==> src/rtl/osc_pkg.sv <==
// ---------------------------------------------------------------------------
// osc_pkg
// Shared types and constants for the sample frame scheduler.
//   frame_state_t : byte sequencer states (IDLE, header, three payload bytes)
//   SAMPLE_W      : payload width carried by one frame
//   FRAME_BYTES   : bytes per frame (header + three data bytes)
//   CH_ID_BIT     : header bit holding the channel id
// ---------------------------------------------------------------------------
package osc_pkg;

    typedef enum logic [2:0] {
        IDLE,
        HDR,
        B0,
        B1,
        B2
    } frame_state_t;

    localparam int SAMPLE_W    = 24;
    localparam int FRAME_BYTES = 4;
    localparam int CH_ID_BIT   = 7;

endpackage

==> src/rtl/channel_capture.sv <==
// ---------------------------------------------------------------------------
// channel_capture
// Per-channel front end: decimation counter, one-deep holding buffer and a
// sticky overflow flag.
// Ports:
//   clk, reset          : clock, asynchronous active-low reset
//   enable              : when low, incoming samples are ignored
//   decim               : keep 1 of every decim+1 accepted samples
//   sample_valid/data   : incoming sample strobe and value
//   grant               : the scheduler takes hold this cycle
//   clear_overflow      : synchronous clear of the overflow flag
//   pending, hold       : buffered sample waiting for a frame
//   overflow            : sticky flag, a passing sample was dropped
// ---------------------------------------------------------------------------
module channel_capture #(
    parameter int DATA_W  = 24,
    parameter int DECIM_W = 8
) (
    input  logic              clk,
    input  logic              reset,
    input  logic              enable,
    input  logic [DECIM_W-1:0] decim,
    input  logic              sample_valid,
    input  logic [DATA_W-1:0] sample_data,
    input  logic              grant,
    input  logic              clear_overflow,
    output logic              pending,
    output logic [DATA_W-1:0] hold,
    output logic              overflow
);

    localparam logic [DECIM_W-1:0] COUNT_ONE = 1;

    logic [DECIM_W-1:0] count_q, count_d;
    logic               pending_q, pending_d;
    logic [DATA_W-1:0]  hold_q, hold_d;
    logic               overflow_q, overflow_d;
    logic               pass;
    logic               drop;

    always_comb begin
        count_d    = count_q;
        pending_d  = pending_q;
        hold_d     = hold_q;
        overflow_d = overflow_q;
        pass       = 1'b0;
        drop       = 1'b0;

        // The decimation counter only moves on accepted samples, so it
        // freezes while capture is disabled. A new decim is picked up on reload.
        if (enable && sample_valid) begin
            if (count_q == '0) begin
                pass    = 1'b1;
                count_d = decim;
            end else begin
                count_d = count_q - COUNT_ONE;
            end
        end

        if (grant) begin
            pending_d = 1'b0;
        end

        // A grant in the same cycle frees the slot: the old value leaves with
        // the frame and the new one takes its place without an overflow.
        if (pass) begin
            if (!pending_q || grant) begin
                hold_d    = sample_data;
                pending_d = 1'b1;
            end else begin
                drop = 1'b1;
            end
        end

        // Setting has priority over a coincident clear.
        if (drop) begin
            overflow_d = 1'b1;
        end else if (clear_overflow) begin
            overflow_d = 1'b0;
        end
    end

    always_ff @(posedge clk or negedge reset) begin
        if (!reset) begin
            count_q    <= '0;
            pending_q  <= 1'b0;
            hold_q     <= '0;
            overflow_q <= 1'b0;
        end else begin
            count_q    <= count_d;
            pending_q  <= pending_d;
            hold_q     <= hold_d;
            overflow_q <= overflow_d;
        end
    end

    assign pending  = pending_q;
    assign hold     = hold_q;
    assign overflow = overflow_q;

endmodule

==> src/rtl/sample_frame_scheduler.sv <==
// ---------------------------------------------------------------------------
// sample_frame_scheduler
// Captures decimated samples from two channels and sends them over a single
// flow-controlled byte path as 4-byte frames: header {ch, settings[6:0]},
// then the 24-bit sample LSB first. Channels are arbitrated round-robin.
// Ports:
//   clk, reset            : clock, asynchronous active-low reset
//   enable                : capture enable (frames in flight still drain)
//   settings              : bits [6:0] are copied into the header at grant
//   decim                 : per-channel decimation ratio (keep 1 of decim+1)
//   sample_valid/data     : per-channel sample strobes and values (flat)
//   byte_data/valid/ready : valid/ready byte stream to the transmitter
//   overflow              : sticky per-channel drop flags
//   clear_overflow        : synchronous clear of all overflow flags
//   busy                  : a frame is in progress
// ---------------------------------------------------------------------------
module sample_frame_scheduler #(
    parameter int DATA_W  = 24,
    parameter int NUM_CH  = 2,
    parameter int DECIM_W = 8
) (
    input  logic                     clk,
    input  logic                     reset,
    input  logic                     enable,
    input  logic [7:0]               settings,
    input  logic [DECIM_W-1:0]       decim,
    input  logic [NUM_CH-1:0]        sample_valid,
    input  logic [NUM_CH*DATA_W-1:0] sample_data,
    output logic [7:0]               byte_data,
    output logic                     byte_valid,
    input  logic                     byte_ready,
    output logic [NUM_CH-1:0]        overflow,
    input  logic                     clear_overflow,
    output logic                     busy
);

    import osc_pkg::*;

    frame_state_t       state_q, state_d;
    logic               rr_last_q, rr_last_d;
    logic [7:0]         header_q, header_d;
    logic [DATA_W-1:0]  frame_data_q, frame_data_d;

    logic [NUM_CH-1:0]  pending;
    logic [DATA_W-1:0]  hold [NUM_CH];
    logic [NUM_CH-1:0]  grant;
    logic               grant_ch;
    logic               handshake;
    logic               unused_settings_msb;

    assign unused_settings_msb = settings[7];

    for (genvar g = 0; g < NUM_CH; g++) begin : g_ch
        channel_capture #(
            .DATA_W (DATA_W),
            .DECIM_W(DECIM_W)
        ) u_capture (
            .clk           (clk),
            .reset         (reset),
            .enable        (enable),
            .decim         (decim),
            .sample_valid  (sample_valid[g]),
            .sample_data   (sample_data[g*DATA_W +: DATA_W]),
            .grant         (grant[g]),
            .clear_overflow(clear_overflow),
            .pending       (pending[g]),
            .hold          (hold[g]),
            .overflow      (overflow[g])
        );
    end

    // Round-robin: on a tie the channel that did not go last wins.
    always_comb begin
        if (pending[0] && pending[1]) begin
            grant_ch = ~rr_last_q;
        end else begin
            grant_ch = pending[1];
        end
    end

    assign grant      = (state_q == IDLE && (|pending)) ? (NUM_CH'(1) << grant_ch) : '0;
    assign byte_valid = (state_q != IDLE);
    assign busy       = (state_q != IDLE);
    assign handshake  = byte_valid && byte_ready;

    always_comb begin
        state_d      = state_q;
        rr_last_d    = rr_last_q;
        header_d     = header_q;
        frame_data_d = frame_data_q;

        case (state_q)
            IDLE: begin
                if (|pending) begin
                    state_d      = HDR;
                    rr_last_d    = grant_ch;
                    frame_data_d = hold[grant_ch];
                    header_d     = {grant_ch, settings[CH_ID_BIT-1:0]};
                end
            end
            HDR:     if (handshake) state_d = B0;
            B0:      if (handshake) state_d = B1;
            B1:      if (handshake) state_d = B2;
            B2:      if (handshake) state_d = IDLE;
            default: state_d = IDLE;
        endcase
    end

    // Bytes come straight from registers captured at grant, so they stay
    // stable through a stall and ignore later input changes.
    always_comb begin
        case (state_q)
            HDR:     byte_data = header_q;
            B0:      byte_data = frame_data_q[7:0];
            B1:      byte_data = frame_data_q[15:8];
            B2:      byte_data = frame_data_q[23:16];
            default: byte_data = 8'h00;
        endcase
    end

    always_ff @(posedge clk or negedge reset) begin
        if (!reset) begin
            state_q      <= IDLE;
            rr_last_q    <= 1'b1;
            header_q     <= 8'h00;
            frame_data_q <= '0;
        end else begin
            state_q      <= state_d;
            rr_last_q    <= rr_last_d;
            header_q     <= header_d;
            frame_data_q <= frame_data_d;
        end
    end

endmodule

==> config.mk <==
export PLATFORM = sky130hd
export DESIGN_NAME = sample_frame_scheduler
export DESIGN_NICKNAME = d
export VERILOG_FILES = /design/src/rtl/osc_pkg.sv /design/src/rtl/channel_capture.sv /design/src/rtl/sample_frame_scheduler.sv
export SDC_FILE = /design/constraint.sdc
export NUM_CORES = 1
export LEC_CHECK = 0
export CAP_MARGIN = 40
export CORE_ASPECT_RATIO = 1.4
export CORE_UTILIZATION = 53
export DETAILED_ROUTE_END_ITERATION = 8
export PLACE_DENSITY = 0.8
export RECOVER_POWER = 50
export SYNTH_ARGS = -nofsm -noshare
export SYNTH_HDL_FRONTEND = slang
export SYNTH_SLANG_ARGS = --single-unit
==> constraint.sdc <==
create_clock -name clk -period 2.97 [get_ports clk]
set_clock_uncertainty 0.15 [all_clocks]
set_input_delay 0.7425 -clock clk [delete_from_list [all_inputs] [get_ports clk]]
set_output_delay 0.7425 -clock clk [all_outputs]
set_load 0.03 [all_outputs]
==> reports/metrics.csv, run 1 <==
stage;metric;value;unit
outcome;status;finished, violations left;
outcome;failing checks;max-capacitance violations, max-slew violations;
clocking;CTS clk-pin slew, worst paths;0.06;ns
timing;RSZ-0062 raised after global routing;false;
synthesis;most common cell in the netlist;dfrtp_1;
synthesis;commonest register cell after synthesis;dfrtp_1;
synthesis;Seq cells post-synth;104;
run;max cap viols;1;
clocking;CTS Buf Count;9;
clocking;hold_buf cts;0;
power_and_ir_drop;Peak VDD IR;521;µV
place;PortBufs;81;
clocking;Max Buffers Root-to-Sink;2;
layout;Finished Cell Area;5960;µm²
min_path;worst hold endpoint;g_ch[1].u_capture.hold[9]$_DFFE_PN0P_;
synthesis;post-synthesis cell type count;48;
detailed_routing;DR WL/cell;18.1;µm
critical_path;Worst EP arrival;1.92;ns
detailed_routing;antenna viol nets, final;0;
min_path;worst hold start;g_ch[1].u_capture.hold[9]$_DFFE_PN0P_;
synthesis;fraction of the mapped netlist area in simple logic gates;6.84;%
clocking;CTS Root Cell;clkbuf_16;
critical_path;Worst setup EP type;output pin;
detailed_routing;final wirelength;10500;µm
critical_path;crit path launch type;register;
global_routing;initial antenna violation count;0;
clocking;CTS tree;yes;
power_and_ir_drop;PwrDens;769;nW/µm²
synthesis;post-synthesis async set-or-reset flop share;100;%
critical_path;slowest stage cell, crit path;nor2b_1;
synthesis;Post-synth EDFFs;0;
layout;# diodes;0;
synthesis;sequential share of the synthesized area;55.0;%
critical_path;Register-to-Register Path Depth;6;
floorplanning;Top Ports;83;
detailed_routing;initial drt markers;279;
synthesis;Synth area leader;dfrtp_1;
timing;worst slew pin tran;1.97;ns
floorplanning;Die W;81.9;µm
synthesis;post-synth top area share;54.4;%
synthesis;complex-gate fraction of the synthesized area;14.3;%
critical_path;Setup CP Type;register to output pin;
floorplanning;die height;114;µm
min_path;Hold Crit Depth;1;
place;HPWL after DPL;7400;µm
critical_path;r2r setup slk;0.39;ns
synthesis;multiplexer share of the synthesized area;17.2;%
floorplanning;# rows;40;
place;dpl cell area;5650;µm²
timing;Hold Fails Final Rpt;0;
synthesis;Mapped Cells;387;
critical_path;Crit Path Max Fanout;8;
critical_path;r2r startpoint;g_ch[0].u_capture.count_q[0]$_DFFE_PN0N_;
synthesis;Synth Area in Adders;1.06;%
timing;final slew viol count;37;
timing;fin crit period;2.82;ns
timing;Rel. slew slack;-31.2;%
critical_path;CP peak stage delay;0.48;ns
synthesis;post-synthesis xor/xnor area fraction;0.185;%
synthesis;Post-Syn Nets;462;
critical_path;worst reg2reg path endpoint;g_ch[0].u_capture.hold[19]$_DFFE_PN0P_;
global_routing;vias in the first global route;3473;
floorplanning;Core Region;8610;µm²
detailed_routing;total number of vias;3410;
layout;Layout area overhead;25.8;%
synthesis;YS warnings;0;
floorplanning;die area;9330;µm²
synthesis;Mapped Area;4740;µm²
timing;Setup Total Neg Slack;0;ns
global_routing;grt ovf;0;
critical_path;crit-path leading delay family;simple AND/OR/NAND/NOR gates;
layout;Nets;542;
detailed_routing;DRC Markers;0;
global_routing;first-pass GRT wire length;17100;µm
layout;layout filler cell count;622;
synthesis;largest family of logic cells by synthesized area;multiplexers;
clocking;worst-skew pair later-pin latency;0.35;ns
clocking;post-CTS setup buffer count;0;
synthesis;Synth Area per Inst;12.2;µm²
critical_path;crit-path cells;nor2b_1 > a22oi_1 > o22ai_1 > buf_4;
global_routing;Overall Global Routing Usage;24.6;%
min_path;Worst Hold Class;register to register;
critical_path;Worst Path Required;2.08;ns
layout;layout cells sized above 1;15.7;%
power_and_ir_drop;Lkg Pwr;2.97;nW
clocking;number of H-tree levels;3;
timing;fin crit share;94.9;%
global_routing;pin count of the biggest net entering global routing;38;
floorplanning;Initial Util;55.0;%
clocking;CTS sink cnt;104;
synthesis;synth top area cells;dfrtp_1, mux2_1, mux2_4;
place;GPL Wtd Cong;0.872;
timing;fmax;355;MHz
clocking;post-CTS sizing;0;
critical_path;WP buf/inv;1;
synthesis;top cells by count, synth;dfrtp_1, inv_1, mux2_1, a222oi_1, mux2_4;
timing;setup violators final;0;
detailed_routing;vias per cell;5.91;
detailed_routing;TritonRoute pass-1 iters;9;
cells in the final DEF, fill, tap and decap left out, types with 8 or more instances in the layout:
cell type and count:
clkdlybuf4s50_1 71, mux2_4 20, o22ai_1 11, dfrtp_1 103, a222oi_1 24, a21oi_1 11, mux2_1 28, inv_1 34
nor2_1 8, mux2_2 9, mux2i_1 10, o21ai_0 12, a22oi_1 10, buf_4 16, clkbuf_16 9, nand2_1 19
per-stage QoR:
stage          util, %  hold slack (ns)  power (mW)  setup slack, ns  std cells
2_1_floorplan        -            0.297        2.89            0.586        387
3_3_place_gp      65.7            0.311        3.30            0.178        561
3_5_place_dp      65.7            0.325        3.37            0.131        561
4_1_cts           69.3            0.212        4.61           0.0100        577
5_1_grt           69.2            0.357        4.84           0.0242        577
6_report          69.2            0.341        4.58            0.153        577
worst max path at each step:
stage	cells past startpoint	slack (ns)	end	start
6_report	4	0.15	byte_data[2]	state_q[2]$_DFFE_PN0P_
5_1_grt	4	0.02	byte_data[2]	state_q[2]$_DFFE_PN0P_
4_1_cts	3	0.01	busy	state_q[0]$_DFFE_PN0P_
3_5_place_dp	5	0.13	g_ch[0].u_capture.hold[19]$_DFFE_PN0P_	enable
3_3_place_gp	5	0.18	g_ch[0].u_capture.hold[17]$_DFFE_PN0P_	enable
2_1_floorplan	8	0.59	g_ch[0].u_capture.hold[0]$_DFFE_PN0P_	g_ch[0].u_capture.count_q[0]$_DFFE_PN0N_
final cells by class:
| class | count | area, µm² | area share (%) |
|---|---|---|---|
| Tap cell | 105 | 131 | 2.20 |
| Multi-Input combinational cell | 224 | 1890 | 31.6 |
| Timing Repair Buffer | 93 | 895 | 15.0 |
| Inverter | 35 | 131 | 2.20 |
| Clock buffer | 11 | 233 | 3.90 |
| Sequential cell | 104 | 2600 | 43.7 |
| Clock inverter | 5 | 81.3 | 1.36 |
power breakdown:
part / switching, mW / internal (mW)
combinational: 0.663 / 0.618
sequential: 0.280 / 1.78
clock: 0.504 / 0.739
total: 1.45 / 3.14
per-layer routing:
metal | part of all wire (%) | vias to the layer above | wire [µm] | global-route usage (%)
met3 | 4.8 | 14 | 499 | 2.96
met1 | 42 | 1714 | 4350 | 31.2
met2 | 52 | 93 | 5390 | 41.3
li1 | - | 1589 | - | -
met5 | 0 | - | 0 | 0
met4 | 2.0 | 0 | 214 | 11.0
sequential cells by signal (all words and copies together) (netlist names):
register and cells:
state_q 3, frame_data_q 24, g_ch.u_capture.count_q 16, g_ch.u_capture.hold 48, rr_last_q 1, g_ch.u_capture.overflow 2
header_q 8, g_ch.u_capture.pending 2
worst reg2reg max path: stages, from the launching register on:
cell and delay (ns):
dfrtp_1 0.39, inv_1 0.12, ha_1 0.15, or3b_1 0.42
or3_4 0.42, nand2b_4 0.38, mux2_1 0.43
kinds of logic after synthesis:
logic type,count (synthesis)
flops,104
compound gates,92
mux,67
simple gates,60
buf+inv,59
fa+ha+maj,4
xor+xnor,1
Power figures use the tool's default switching activity.
==> run 2, diff against run 1 <==
- CORE_UTILIZATION: 53 -> 25
- GPL_ROUTABILITY_DRIVEN: unset -> 0
- PLACE_DENSITY: 0.8 -> unset
==> run 2 against run 1 <==
Compared with the run above:
- the flow now finishes without violations
- largest power group unchanged
- clock-buffer cell count is 1 lower
- hold slack worse by 0.012 ns
- critical path depth is 1 lower
- critical path type unchanged
==> reports/metrics.csv, run 2 (synthesized netlist as in run 1, its figures left out) <==
stage;metric;value;unit;change
timing;fin crit share;93.9;%;was 94.9%
layout;Sequential Area;2600;µm²;unchanged
layout;layout cells sized above 1;16.5;%;was 15.7%
power_and_ir_drop;Sw Share;33.5;%;was 31.6%
critical_path;r2r startpoint;g_ch[1].u_capture.count_q[0]$_DFFE_PN0N_;;was g_ch[0].u_capture.count_q[0]$_DFFE_PN0N_
detailed_routing;initial drt markers;260;;was 279
power_and_ir_drop;Int Power;3.01;mW;was 3.14 mW
detailed_routing;vias per cell;4.71;;was 5.91
critical_path;crit-path leading delay family;buffers and inverters;;was simple AND/OR/NAND/NOR gates
critical_path;Worst Path Required;2.08;ns;about the same
critical_path;WP buf/inv;2;;was 1
critical_path;Crit Path Max Fanout;7;;was 8
timing;fin crit period;2.79;ns;was 2.82 ns
critical_path;Worst EP arrival;1.90;ns;was 1.92 ns
floorplanning;die area;19500;µm²;was 9330 µm²
clocking;CTS Root Cell;clkbuf_16;;unchanged
place;dpl cells;702;;was 561
timing;final slew viol count;0;;was 37
power_and_ir_drop;Reg power frac;45.8;%;was 44.9%
global_routing;pin count of the biggest net entering global routing;50;;was 38
floorplanning;Core Region;18600;µm²;was 8610 µm²
critical_path;crit-path cells;nor3_4 > inv_2 > clkdlybuf4s50_1;;was nor2b_1 > a22oi_1 > o22ai_1 > buf_4
outcome;status;finished, final reports clean;;was finished, violations left
timing;Hold Fails Final Rpt;0;;unchanged
run;max cap viols;0;;was 1
min_path;Hold Crit Depth;1;;unchanged
critical_path;worst reg2reg path endpoint;g_ch[1].u_capture.hold[12]$_DFFE_PN0P_;;was g_ch[0].u_capture.hold[19]$_DFFE_PN0P_
global_routing;initial antenna violation count;0;;unchanged
layout;Final Non-Filler Cells;718;;was 577
layout;layout filler cell count;1879;;was 622
critical_path;Worst setup EP type;output pin;;unchanged
power_and_ir_drop;Clk pwr share;25.3;%;was 27.1%
clocking;Max Buffers Root-to-Sink;2;;unchanged
layout;commonest non-fill, non-tap cell in the layout;dfrtp_1;;unchanged
timing;RSZ-0062 raised after global routing;false;;unchanged
power_and_ir_drop;power share of the combinational group;28.9;%;was 28.0%
global_routing;Overall Global Routing Usage;12.7;%;was 24.6%
layout;max reg flops;48;;unchanged
global_routing;vias in the first global route;3502;;was 3473
min_path;worst hold start;header_q[7]$_DFFE_PN0N_;;was g_ch[1].u_capture.hold[9]$_DFFE_PN0P_
detailed_routing;DRC Markers;0;;unchanged
clocking;CTS clk-pin slew, worst paths;0.07;ns;was 0.06 ns
layout;commonest non-fill, non-tap cells in the layout;dfrtp_1, clkdlybuf4s50_1, inv_1, mux2_1, a222oi_1;;unchanged
critical_path;crit path launch type;register;;unchanged
clocking;worst-skew pair later-pin latency;0.34;ns;was 0.35 ns
global_routing;first-pass GRT wire length;18900;µm;was 17100 µm
detailed_routing;antenna viol nets, final;0;;unchanged
floorplanning;die height;165;µm;was 114 µm
critical_path;Register-to-Register Path Depth;7;;was 6
floorplanning;Initial Util;25.5;%;was 55.0%
floorplanning;Top Ports;83;;unchanged
clocking;number of H-tree levels;3;;unchanged
layout;multi-input logic area;1890;µm²;about the same
clocking;CTS Buf Count;9;;unchanged
timing;Rel. slew slack;14.8;%;was -31.2%
timing;setup violators final;0;;unchanged
power_and_ir_drop;Lkg Pwr;2.98;nW;was 2.97 nW
critical_path;CP peak stage delay;0.62;ns;was 0.48 ns
place;HPWL after DPL;8380;µm;was 7400 µm
timing;Setup Total Neg Slack;0;ns;unchanged
timing;fmax;359;MHz;was 355 MHz
critical_path;slowest stage cell, crit path;clkdlybuf4s50_1;;was nor2b_1
critical_path;Setup CP Type;register to output pin;;unchanged
global_routing;grt ovf;0;;unchanged
layout;Nets;544;;was 542
layout;Layout area overhead;29.7;%;was 25.8%
power_and_ir_drop;Peak VDD IR;385;µV;was 521 µV
critical_path;r2r setup slk;0.51;ns;was 0.39 ns
power_and_ir_drop;PwrDens;738;nW/µm²;was 769 nW/µm²
clocking;CTS tree;yes;;unchanged
detailed_routing;total number of vias;3381;;was 3410
clocking;CTS sink cnt;104;;unchanged
timing;worst slew pin tran;1.28;ns;was 1.97 ns
detailed_routing;final wirelength;11800;µm;was 10500 µm
floorplanning;Die W;118;µm;was 81.9 µm
layout;# diodes;0;;unchanged
min_path;Worst Hold Class;register to register;;unchanged
detailed_routing;TritonRoute pass-1 iters;6;;was 9
power_and_ir_drop;Net Switching;1.52;mW;was 1.45 mW
place;PortBufs;81;;unchanged
min_path;worst hold endpoint;header_q[7]$_DFFE_PN0N_;;was g_ch[1].u_capture.hold[9]$_DFFE_PN0P_
detailed_routing;DR WL/cell;16.4;µm;was 18.1 µm
clocking;post-CTS setup buffer count;0;;unchanged
floorplanning;# rows;59;;was 40
==> run 2: worst max-delay path by stage <==
stage	depth (start not counted)	slack, ns	to	startpoint
floorplan	8	0.59	g_ch[0].u_capture.hold[0]$_DFFE_PN0P_	g_ch[0].u_capture.count_q[0]$_DFFE_PN0N_
global placement	6	0.28	g_ch[0].u_capture.hold[19]$_DFFE_PN0P_	enable
detailed placement	6	0.26	g_ch[1].u_capture.hold[12]$_DFFE_PN0P_	enable
CTS	3	0.08	byte_valid	state_q[0]$_DFFE_PN0P_
global route	3	0.1	byte_valid	state_q[0]$_DFFE_PN0P_
finish	3	0.18	byte_valid	state_q[0]$_DFFE_PN0P_
==> run 2: area by class of cell <==
type	instances	share of cell area (%)
clock buffer	10	3.89
sequential	104	42.4
timing repair buffer	95	15.0
inverter	35	2.14
multi-input combinational	224	30.8
clock inverter	6	0.815
tap	244	4.97
==> run 2: power groups by stage <==
stage                     registers [mW]  clock network [mW]  logic [mW]
after floorplan                     1.99                   0       0.906
after global routing                2.12                1.26        1.45
after global placement              2.07                   0        1.27
after CTS                           2.07                1.20        1.32
after detailed placement            2.09                   0        1.32
final                               2.07                1.15        1.31
==> run 2: what timing repair did <==
item	CTS	global route
setup endpoints to repair	2	2
hold buffers	0	0
resized for setup	1	1
==> run 2: per-layer routing <==
layer	global-route usage (%)	routed length, µm	share of wire [%]
met2	21.1	5800	49
met3	3.52	713	6.1
met1	15.5	4980	42
met4	4.90	276	2.3
met5	0	0	0
==> run 2: through the flow <==
step	hold slack, ns	utilization, %	worst slack [ns]	total power [mW]	cell area [µm²]
floorplan	0.297	-	0.586	2.89	4740
global placement	0.311	31.5	0.278	3.34	5860
detailed placement	0.318	31.5	0.256	3.40	5860
CTS	0.288	33.1	0.0754	4.59	6150
global route	0.350	33.0	0.0961	4.82	6140
finish	0.329	33.0	0.182	4.53	6140
==> run 3, diff against run 2 <==
- CORE_MARGIN: unset -> 2
- SYNTH_HIERARCHICAL: unset -> 1
==> run 3 against run 2 <==
Compared with the run above:
- the flow now finishes with violations (max-capacitance violations, max-slew violations)
- first-iteration DRC count grew 31%
- sequential share of layout area is 1.6 points lower
- total power increased by 25%
- sequential cell count stayed put
- cell count increased by 3.9%
- maximum frequency decreased by 2.0%
- via count up 7.5%
- design area is 4.0% higher
- non-clock buffer count unchanged
- critical endpoint is now byte_data[1]
- largest power group unchanged
==> reports/metrics.csv, run 3 <==
stage;metric;value;unit;change
detailed_routing;TritonRoute pass-1 iters;6;;unchanged
timing;fin crit period;2.84;ns;was 2.79 ns
layout;Finished Cell Area;6390;µm²;was 6140 µm²
critical_path;Worst Path Required;2.08;ns;about the same
detailed_routing;antenna viol nets, final;0;;unchanged
power_and_ir_drop;overall power;5.69;mW;was 4.53 mW
detailed_routing;Detail Route met3 WL;754;µm;was 713 µm
synthesis;Synth area leader;dfrtp_1;;unchanged
floorplanning;# rows;61;;was 59
synthesis;Mapped Area;5030;µm²;was 4740 µm²
detailed_routing;DRC Markers;0;;unchanged
timing;final slew viol count;33;;was 0
layout;commonest non-fill, non-tap cell in the layout;dfrtp_1;;unchanged
global_routing;grt ovf;0;;unchanged
floorplanning;Die W;124;µm;was 118 µm
min_path;Hold Crit Depth;1;;unchanged
detailed_routing;met2 wire length;6490;µm;was 5800 µm
critical_path;Worst setup EP type;output pin;;unchanged
global_routing;initial antenna violation count;0;;unchanged
synthesis;Synth Area per Inst;12.2;µm²;about the same
detailed_routing;final wirelength;13200;µm;was 11800 µm
clocking;number of H-tree levels;3;;unchanged
clocking;CTS sink cnt;104;;unchanged
critical_path;Crit Path Max Fanout;9;;was 7
synthesis;commonest register cell after synthesis;dfrtp_1;;unchanged
outcome;failing checks;max-capacitance violations, max-slew violations;;
clocking;CTS clk-pin slew, worst paths;0.07;ns;about the same
detailed_routing;Metal-1 WL;5610;µm;was 4980 µm
power_and_ir_drop;Peak VDD IR;338;µV;was 385 µV
synthesis;most common cell in the netlist;dfrtp_1;;unchanged
detailed_routing;vias per cell;4.87;;was 4.71
synthesis;synth top area cells;dfrtp_1, mux2_4, a221o_1;;was dfrtp_1, mux2_1, mux2_4
timing;Final WS setup;0.126;ns;was 0.182 ns
floorplanning;Top Ports;83;;unchanged
power_and_ir_drop;PwrDens;890;nW/µm²;was 738 nW/µm²
outcome;status;finished, violations left;;was finished, final reports clean
synthesis;top cells by count, synth;dfrtp_1, nand2_1, mux2_4, nor3_1, a221o_1;;was dfrtp_1, inv_1, mux2_1, a222oi_1, mux2_4
synthesis;sequential share of the synthesized area;51.8;%;was 55.0%
critical_path;crit path launch type;register;;unchanged
clocking;CTS tree;yes;;unchanged
clocking;post-CTS sizing;1;;unchanged
place;HPWL after DPL;9570;µm;was 8380 µm
run;max cap viols;1;;was 0
detailed_routing;total number of vias;3636;;was 3381
layout;Layout area overhead;27.0;%;was 29.7%
clocking;post-CTS setup buffer count;0;;unchanged
layout;# diodes;0;;unchanged
synthesis;Seq cells post-synth;104;;unchanged
critical_path;Register-to-Register Path Depth;4;;was 7
timing;setup violators final;0;;unchanged
synthesis;post-synthesis cell type count;43;;was 48
timing;fmax;352;MHz;was 359 MHz
global_routing;Overall Global Routing Usage;13.2;%;was 12.7%
synthesis;Post-synth EDFFs;0;;unchanged
clocking;Max Buffers Root-to-Sink;2;;unchanged
critical_path;Setup CP Type;register to output pin;;unchanged
detailed_routing;DR WL/cell;17.7;µm;was 16.4 µm
floorplanning;die area;21300;µm²;was 19500 µm²
synthesis;Mapped Cells;411;;was 387
clocking;worst-skew pair later-pin latency;0.36;ns;was 0.34 ns
place;PortBufs;81;;unchanged
clocking;CTS Root Cell;clkbuf_16;;unchanged
global_routing;first-pass GRT wire length;21100;µm;was 18900 µm
place;Post-Place Worst Slack;0.252;ns;was 0.256 ns
critical_path;Worst EP arrival;1.95;ns;was 1.90 ns
timing;Rel. slew slack;-23.7;%;was 14.8%
synthesis;post-synth top area share;51.3;%;was 54.4%
timing;fin crit share;95.8;%;was 93.9%
layout;Nets;564;;was 544
layout;commonest non-fill, non-tap cells in the layout;dfrtp_1, clkdlybuf4s50_1, nand2_1, mux2_4, nor3_1;;was dfrtp_1, clkdlybuf4s50_1, inv_1, mux2_1, a222oi_1
detailed_routing;DR top layer;met4;;unchanged
place;dpl cell area;6100;µm²;was 5860 µm²
layout;layout cells sized above 1;21.3;%;was 16.5%
clocking;hold_buf cts;0;;unchanged
layout;max reg flops;48;;unchanged
timing;Hold Fails Final Rpt;0;;unchanged
timing;RSZ-0062 raised after global routing;true;;was false
detailed_routing;initial drt markers;340;;was 260
synthesis;YS warnings;6;;was 0
synthesis;post-synthesis async set-or-reset flop share;100;%;unchanged
synthesis;Post-Syn Nets;486;;was 462
timing;worst slew pin tran;1.86;ns;was 1.28 ns
floorplanning;Core Region;19800;µm²;was 18600 µm²
floorplanning;die height;172;µm;was 165 µm
clocking;CTS Buf Count;9;;unchanged
power_and_ir_drop;Lkg Pwr;2.85;nW;was 2.98 nW
timing;Setup Total Neg Slack;0;ns;unchanged
min_path;Worst Hold Class;register to register;;unchanged
global_routing;pin count of the biggest net entering global routing;47;;was 50
floorplanning;Initial Util;25.4;%;was 25.5%
global_routing;vias in the first global route;3851;;was 3502
==> run 3: layout make-up <==
type	count	area (µm²)
clock inverter	5	56.3
inverter	9	33.8
sequential	104	2600
multi-input combinational	270	2220
timing repair buffer	95	913
clock buffer	11	243
tap	252	315
fill	1964	13400
==> run 3: through the flow <==
stage	hold slack [ns]	cells	util (%)
4_1_cts	0.187	746	32.4
5_1_grt	0.373	746	32.3
3_3_place_gp	0.313	729	30.8
2_1_floorplan	0.297	411	-
3_5_place_dp	0.318	730	30.8
6_report	0.334	746	32.3
==> run 3: cell families after synthesis <==
group	Yosys count	share of synthesized area [%]
buffers and inverters	37	4.11
and+or+nand+nor	116	12.5
adders and majority gates	4	0.995
DFF	104	51.8
muxes	67	17.7
xor gates and xnor gates	1	0.174
AOI/OAI and AO/OA	82	12.7
==> run 3: report_power, final <==
part           internal, mW  switching, mW  leakage (nW)
registers              1.96          0.470          1.38
logic                  1.04          0.997          1.33
clock network         0.676          0.539         0.145
==> run 3: worst max-delay path, stage by stage (launching register included) <==
cell	delay, ns
dfrtp_1	0.54
nor2b_2	0.44
a22oi_1	0.19
o22ai_1	0.22
buf_4	0.20
==> run 3: worst paths after layout <==
path / start / end / slack (ns)
max in group asynchronous: reset / g_ch[1].u_capture/hold[8]$_DFFE_PN0P_ / 0.44
hold reg to reg: header_q[7]$_DFFE_PN0P_ / header_q[7]$_DFFE_PN0P_ / 0.33
setup reg to reg: state_q[2]$_DFFE_PN0P_ / frame_data_q[1]$_DFFE_PN0P_ / 0.47
setup / recovery: state_q[1]$_DFFE_PN0P_ / byte_data[1] / 0.13
min in group asynchronous: reset / g_ch[1].u_capture/hold[18]$_DFFE_PN0P_ / 0.74
hold / removal: header_q[7]$_DFFE_PN0P_ / header_q[7]$_DFFE_PN0P_ / 0.33
==> run 3: routing by layer <==
metal / vias to the layer above / GRT usage [%]
met4: 0 / 4.94
met5: - / 0
met2: 109 / 21.9
li1: 1684 / -
met1: 1822 / 16.0
met3: 21 / 4.05
